$ cat config.mk
export PLATFORM = sky130hd
export DESIGN_NAME = pulse_sched_flat
export DESIGN_NICKNAME = d
export VERILOG_FILES = /design/src/rtl/pulse_sched_if.sv /design/src/rtl/pulse_sched.sv /design/src/flat_wrapper.sv
export SDC_FILE = /design/constraint.sdc
export NUM_CORES = 1
export LEC_CHECK = 0
export CORE_UTILIZATION = 50
export DETAILED_ROUTE_END_ITERATION = 10
export GPL_TIMING_DRIVEN = 0
export PLACE_DENSITY = 0.74
export SYNTH_ARGS = -nofsm -noshare
export SYNTH_HDL_FRONTEND = slang
export SYNTH_SLANG_ARGS = --single-unit
$ cat constraint.sdc
create_clock -name clk -period 6.4 [get_ports clk]
set_input_delay 0.96 -clock clk [delete_from_list [all_inputs] [get_ports clk]]
set_output_delay 0.96 -clock clk [all_outputs]
set_load 0.02 [all_outputs]
$ cat src/rtl/pulse_sched_if.sv
// Control/status bundle for pulse_sched.
// PULSE_SCHED_LOOP_EN adds the loop control input.
interface pulse_sched_if #(parameter int unsigned W = 8);
  logic           start;
  logic           stop;
  logic [2:0]     ch_en;
  logic [3*W-1:0] high_len;
  logic [3*W-1:0] low_len;
  logic [11:0]    pulse_cnt;
`ifdef PULSE_SCHED_LOOP_EN
  logic           loop;
`endif
  logic [2:0]     p;
  logic           busy;
  logic           done;
  logic [1:0]     active_ch;

`ifdef PULSE_SCHED_LOOP_EN
  modport master (output start, stop, ch_en, high_len, low_len, pulse_cnt, loop,
                  input  p, busy, done, active_ch);
  modport slave  (input  start, stop, ch_en, high_len, low_len, pulse_cnt, loop,
                  output p, busy, done, active_ch);
`else
  modport master (output start, stop, ch_en, high_len, low_len, pulse_cnt,
                  input  p, busy, done, active_ch);
  modport slave  (input  start, stop, ch_en, high_len, low_len, pulse_cnt,
                  output p, busy, done, active_ch);
`endif
endinterface

$ cat src/rtl/pulse_sched.sv
// Three-channel sequential pulse-burst scheduler (channels run 0, 1, 2 in order).
// Define PULSE_SCHED_LOOP_EN to add the loop input that restarts the sequence instead of finishing.
module pulse_sched #(
  parameter int unsigned W = 8
) (
  input logic          clk,
  input logic          rst_n,
  pulse_sched_if.slave bus
);

  localparam int unsigned CW = 4;

  typedef enum logic [2:0] {
    IDLE = 3'd0,
    CH0  = 3'd1,
    CH1  = 3'd2,
    CH2  = 3'd3,
    DONE = 3'd4
  } state_t;

  state_t         state;
  logic           phase_low;
  logic [W-1:0]   ph_cnt;
  logic [CW-1:0]  pl_cnt;
  logic [2:0]     cfg_en;
  logic [3*W-1:0] cfg_h;
  logic [3*W-1:0] cfg_l;
  logic [11:0]    cfg_cnt;

  // {found, index} of the lowest runnable channel at or above 'from'
  function automatic logic [2:0] first_run(input logic [2:0] en, input logic [11:0] cnt,
                                           input logic [2:0] from);
    logic [2:0] r;
    r = 3'b000;
    for (int i = 2; i >= 0; i--) begin
      if (3'(i) >= from && en[i] && cnt[i*4 +: 4] != 4'd0) r = {1'b1, 2'(i)};
    end
    return r;
  endfunction

  // Phase length minus one, with a programmed 0 behaving like 1
  function automatic logic [W-1:0] len_m1(input logic [W-1:0] v);
    return (v == '0) ? '0 : v - W'(1);
  endfunction

  logic           loop_c;
  logic [1:0]     cur_ch_c;
  logic [2:0]     start_sel_c;
  logic [2:0]     after_sel_c;
  logic [2:0]     restart_sel_c;
  logic [2:0]     ent_sel_c;
  logic [1:0]     ent_ch_c;
  logic [3*W-1:0] src_h_c;
  logic [11:0]    src_cnt_c;
  logic [W-1:0]   ent_h_m1_c;
  logic [CW-1:0]  ent_pl_c;
  logic [W-1:0]   cur_h_m1_c;
  logic [W-1:0]   cur_l_m1_c;
  logic           latch_c;
  logic           seq_end_c;
  logic           do_enter_c;
  logic           do_done_c;

`ifdef PULSE_SCHED_LOOP_EN
  assign loop_c = bus.loop;
`else
  assign loop_c = 1'b0;
`endif

  // Channel selection and phase reload values
  always_comb begin
    cur_ch_c = 2'd0;
    case (state)
      CH1:     cur_ch_c = 2'd1;
      CH2:     cur_ch_c = 2'd2;
      default: cur_ch_c = 2'd0;
    endcase

    start_sel_c   = first_run(bus.ch_en, bus.pulse_cnt, 3'd0);
    after_sel_c   = first_run(cfg_en, cfg_cnt, 3'(cur_ch_c) + 3'd1);
    restart_sel_c = first_run(cfg_en, cfg_cnt, 3'd0);

    if (state == IDLE) begin
      ent_sel_c = start_sel_c;
      src_h_c   = bus.high_len;
      src_cnt_c = bus.pulse_cnt;
    end else begin
      ent_sel_c = after_sel_c[2] ? after_sel_c : restart_sel_c;
      src_h_c   = cfg_h;
      src_cnt_c = cfg_cnt;
    end
    ent_ch_c   = ent_sel_c[1:0];
    ent_h_m1_c = len_m1(src_h_c[ent_ch_c*W +: W]);
    ent_pl_c   = src_cnt_c[ent_ch_c*4 +: 4] - 4'd1;
    cur_h_m1_c = len_m1(cfg_h[cur_ch_c*W +: W]);
    cur_l_m1_c = len_m1(cfg_l[cur_ch_c*W +: W]);

    latch_c    = (state == IDLE) && bus.start && !bus.stop;
    seq_end_c  = (state == CH0 || state == CH1 || state == CH2) && phase_low &&
                 (ph_cnt == '0) && (pl_cnt == '0);
    do_enter_c = (latch_c && start_sel_c[2]) ||
                 (seq_end_c && !bus.stop && (after_sel_c[2] || loop_c));
    do_done_c  = (latch_c && !start_sel_c[2]) ||
                 (seq_end_c && !bus.stop && !(after_sel_c[2] || loop_c));
  end

  // Sequencer state, counters and registered outputs
  always_ff @(posedge clk or negedge rst_n) begin
    if (!rst_n) begin
      state         <= IDLE;
      phase_low     <= 1'b0;
      ph_cnt        <= '0;
      pl_cnt        <= '0;
      cfg_en        <= '0;
      cfg_h         <= '0;
      cfg_l         <= '0;
      cfg_cnt       <= '0;
      bus.p         <= '0;
      bus.busy      <= 1'b0;
      bus.done      <= 1'b0;
      bus.active_ch <= 2'b11;
    end else if (state != IDLE && bus.stop) begin
      state         <= IDLE;
      phase_low     <= 1'b0;
      bus.p         <= '0;
      bus.busy      <= 1'b0;
      bus.done      <= 1'b0;
      bus.active_ch <= 2'b11;
    end else begin
      if (latch_c) begin
        cfg_en  <= bus.ch_en;
        cfg_h   <= bus.high_len;
        cfg_l   <= bus.low_len;
        cfg_cnt <= bus.pulse_cnt;
      end
      if (do_enter_c) begin
        state         <= state_t'(3'(ent_ch_c) + 3'd1);
        phase_low     <= 1'b0;
        ph_cnt        <= ent_h_m1_c;
        pl_cnt        <= ent_pl_c;
        bus.p         <= 3'b001 << ent_ch_c;
        bus.busy      <= 1'b1;
        bus.done      <= 1'b0;
        bus.active_ch <= ent_ch_c;
      end else if (do_done_c) begin
        state         <= DONE;
        phase_low     <= 1'b0;
        bus.p         <= '0;
        bus.busy      <= 1'b0;
        bus.done      <= 1'b1;
        bus.active_ch <= 2'b11;
      end else begin
        case (state)
          CH0, CH1, CH2: begin
            if (!phase_low) begin
              if (ph_cnt == '0) begin
                phase_low <= 1'b1;
                ph_cnt    <= cur_l_m1_c;
                bus.p     <= '0;
              end else begin
                ph_cnt <= ph_cnt - W'(1);
              end
            end else if (ph_cnt != '0) begin
              ph_cnt <= ph_cnt - W'(1);
            end else begin
              // next pulse of the same channel
              pl_cnt    <= pl_cnt - 4'd1;
              phase_low <= 1'b0;
              ph_cnt    <= cur_h_m1_c;
              bus.p     <= 3'b001 << cur_ch_c;
            end
          end
          DONE: begin
            state    <= IDLE;
            bus.done <= 1'b0;
          end
          default: ;
        endcase
      end
    end
  end

endmodule

$ cat src/flat_wrapper.sv
// flat-port wrapper written by rule: the top's interface ports become plain ports
module pulse_sched_flat 
#(
  parameter int unsigned W = 8
)
  (clk, rst_n, bus_start, bus_stop, bus_ch_en, bus_high_len, bus_low_len, bus_pulse_cnt, bus_p, bus_busy, bus_done, bus_active_ch);
  pulse_sched_if #(.W(W)) bus_i ();
  input logic clk;
  input logic rst_n;
  input wire logic [$bits(bus_i.start)-1:0] bus_start;
  input wire logic [$bits(bus_i.stop)-1:0] bus_stop;
  input wire logic [$bits(bus_i.ch_en)-1:0] bus_ch_en;
  input wire logic [$bits(bus_i.high_len)-1:0] bus_high_len;
  input wire logic [$bits(bus_i.low_len)-1:0] bus_low_len;
  input wire logic [$bits(bus_i.pulse_cnt)-1:0] bus_pulse_cnt;
  output wire logic [$bits(bus_i.p)-1:0] bus_p;
  output wire logic [$bits(bus_i.busy)-1:0] bus_busy;
  output wire logic [$bits(bus_i.done)-1:0] bus_done;
  output wire logic [$bits(bus_i.active_ch)-1:0] bus_active_ch;
  assign bus_i.start = bus_start;
  assign bus_i.stop = bus_stop;
  assign bus_i.ch_en = bus_ch_en;
  assign bus_i.high_len = bus_high_len;
  assign bus_i.low_len = bus_low_len;
  assign bus_i.pulse_cnt = bus_pulse_cnt;
  assign bus_p = bus_i.p;
  assign bus_busy = bus_i.busy;
  assign bus_done = bus_i.done;
  assign bus_active_ch = bus_i.active_ch;
  pulse_sched #(.W(W)) u_core (.clk(clk), .rst_n(rst_n), .bus(bus_i));
endmodule
==> flow_metrics.tcl <==
set metrics [dict create \
    max_slew_margin 0.400 \
    ys_ff_latch 86 \
    crit_path_start_kind "input pin" \
    final_max_slew_viol_count 0 \
    synth_edf_count 0 \
    r2r_slack_ns 1.90 \
    h-tree-depth 3 \
    wl_per_cell_um 19.2 \
    ios 74 \
    post_cts_resized 0 \
    r2r_start "u_core.state[2]$_DFFE_PN0P_" \
    status "completed" \
    core-area_um2 10800 \
    grtUsageTotal 0.326 \
    drive_gt1_frac 0.0876 \
    clk_pin_slew_worst_paths_ns 0.10 \
    grt-ovfl-total 0 \
    tightestPinTransition_ns 0.893 \
    route.detailed.drc 0 \
    avgSynthCellArea_um2 8.21 \
    die_y_um 107 \
    antenna_cells 0 \
    p_sw_mw 1.63 \
    maxCapViolations 0 \
    clock_sinks 86 \
    postCtsHoldBufs 0 \
    fill_cells 962 \
    cts_buffers 9 \
    p_per_area_nw_per_um2 501 \
    clk_latency_ns 0.38 \
    regArea_um2 2150 \
    nets 837 \
    seqPwrFrac 0.304 \
    cts_setup_buffers 0 \
    numPortBuffers 73 \
    arrival_ns 5.23 \
    synth.distinct_cells 69 \
    finalSetupTns_ns 0 \
    grt_max_degree 63 \
    antenna_left 0 \
    hold_path_class "input pin to asynchronous set/reset pin" \
    final_hold_viol_count 0 \
    synthCells 675 \
    final_common_cell "nand2_1" \
    rr_worst_depth 11 \
    start_util 0.511 \
    setup_viol 0 \
    multi_input_area_um2 3170 \
    routed_wl_um 17400 \
    timing.final.crit_period_ns 4.98 \
    total_power_mw 3.34 \
    drtPass1Iterations 5 \
    rows 38 \
    cts-root-buf "clkbuf_8" \
    p_sw_frac 0.488 \
    post_drt_via_cell_ratio 6.06 \
    num_vias 5484 \
    first_global_vias 5247 \
    final_util 0.614 \
    die_w_um 107 \
    grt_pass1_wl_um 28200 \
    peakVddDrop_uv 244 \
    dpl.hpwl_um 13300 \
    yosys_warnings 0 \
    pwr-share-comb 0.584 \
    die_area_um2 11500 \
    final_cell_mix "nand2_1 (232), dfrtp_1 (84), clkdlybuf4s50_1 (72), nor2_1 (36), clkbuf_1 (24)" \
    cts_tree "done" \
    r2r-end "u_core.ph_cnt[6]$_DFFE_PN0P_" \
    ys.flop_type "dfrtp_1" \
    path_class "input pin to flip-flop" \
    fmax_mhz 201 \
    clockBufferDepth 2 \
    area_growth_syn_to_layout_pct 20.1 \
    end_kind "flip-flop" \
    worst_clock_skew_ns 0.0139 \
    syn_nets 752 \
    yosysSeqAreaShare 0.389 \
    async_flop_share 1.00 \
    antenna_found_initial 0 \
    drtIter0Drc 560 \
    p_leak_nw 2.94 \
    finalCritPeriodShare 0.778 \
    worstSetupStartpoint "bus_pulse_cnt[7]" \
    gp_congestion 0.998 \
    p_int_mw 1.71 \
    syn-cell-area_um2 5540 \
    rsz0062_at_grt "no" \
    worstPathRequired_ns 6.66 \
    cp_max_fo 11 \
    pwr-share-clk 0.112 \
]
metal layers:
metal  part of all wire  vias to the layer above  track usage
li1                   -                     2538            -
met1               0.44                     2630        0.452
met2               0.46                      277        0.515
met3              0.070                       39       0.0424
met4              0.028                        0        0.139
met5                  0                        -            0
flip-flops by register name, summed over array words and instances, names as in the netlist:
name	flops
u_core.phase_low	1
u_core.bus.busy	1
u_core.bus.active_ch	2
u_core.cfg_cnt	12
u_core.cfg_l	24
u_core.pl_cnt	4
u_core.cfg_h	24
u_core.cfg_en	3
u_core.bus.done	1
u_core.state	3
u_core.ph_cnt	8
u_core.bus.p	3
power groups by stage:
stage	clock network [mW]	registers, mW	logic, mW
2_1_floorplan	0	0.963	1.35
3_3_place_gp	0	1.01	1.87
3_5_place_dp	0	1.02	1.90
4_1_cts	0.382	1.01	1.91
5_1_grt	0.406	1.04	2.14
6_report	0.373	1.01	1.95
synth_stat cells (all sizes together) (5+ instances only):
library cell  number  share of area
a311oi             5         0.0079
xnor2             12          0.019
clkbuf            24          0.016
or3                5         0.0056
xor2               6         0.0095
ha                10          0.023
mux2              17          0.035
mux2i             18          0.033
dfrtp             84           0.38
o22ai              7         0.0079
a21oi             20          0.018
nor3              16          0.014
nand3             15          0.014
nand2            233           0.16
buf               13          0.013
a31oi             11          0.012
nor2              36          0.024
o221ai             5         0.0079
nand4              5         0.0056
o31ai              6         0.0081
inv               15          0.010
o21ai             24          0.022
a211oi             7         0.0095
cell type report:
| class | count | area share |
|---|---|---|
| Buffer | 37 | 0.0242 |
| Tap cell | 140 | 0.0263 |
| Clock inverter | 6 | 0.00695 |
| Inverter | 15 | 0.00846 |
| Clock buffer | 10 | 0.0207 |
| Multi-Input combinational cell | 537 | 0.476 |
| Sequential cell | 86 | 0.324 |
| Timing Repair Buffer | 74 | 0.114 |
critical path: stages:
cell             delay [ns]
clkdlybuf4s50_1        0.47
or4_1                  0.58
a32oi_1                0.25
o21ai_2                0.17
inv_1                  0.24
buf_2                  0.28
buf_1                  0.51
a21oi_1                0.09
nor2_1                 0.18
ha_1                   0.23
o221ai_1               0.18
or4b_4                 0.56
and2_4                 0.20
a221o_1                0.32
how the worst max path moves through the flow:
stage                                   endpoint  slack (ns)  depth (start not counted)
floorplan           u_core.ph_cnt[2]$_DFFE_PN0P_        2.39                         13
global placement    u_core.ph_cnt[6]$_DFFE_PN0P_        1.15                         14
detailed placement  u_core.ph_cnt[6]$_DFFE_PN0P_        1.15                         14
CTS                 u_core.ph_cnt[6]$_DFFE_PN0P_        1.53                         14
global route        u_core.ph_cnt[6]$_DFFE_PN0P_        1.28                         14
finish              u_core.ph_cnt[6]$_DFFE_PN0P_        1.42                         14
cells by family (layout without fill, tap and decap cells):
kind of cell / count (synthesis) / after routing / share of synthesized area
buffers and inverters: 52 / 142 / 0.0393
AO/OA/AOI/OAI: 131 / 131 / 0.174
flip-flops: 86 / 86 / 0.389
AND/OR/NAND/NOR: 339 / 339 / 0.263
multiplexers: 39 / 39 / 0.0833
adder cells (fa/ha/maj): 10 / 10 / 0.0226
XOR/XNOR: 18 / 18 / 0.0284
per-stage QoR:
step                      setup slack, ns  hold slack, ns  std cells  instance area (µm²)
final                                1.42           0.479        905                 6660
after CTS                            1.53           0.479        905                 6660
after global placement               1.15           0.455        888                 6450
after detailed placement             1.15           0.457        889                 6470
after floorplan                      2.39           0.440        675                 5540
after global routing                 1.28           0.497        905                 6660
Note: power is estimated with default switching activity, not from simulation.
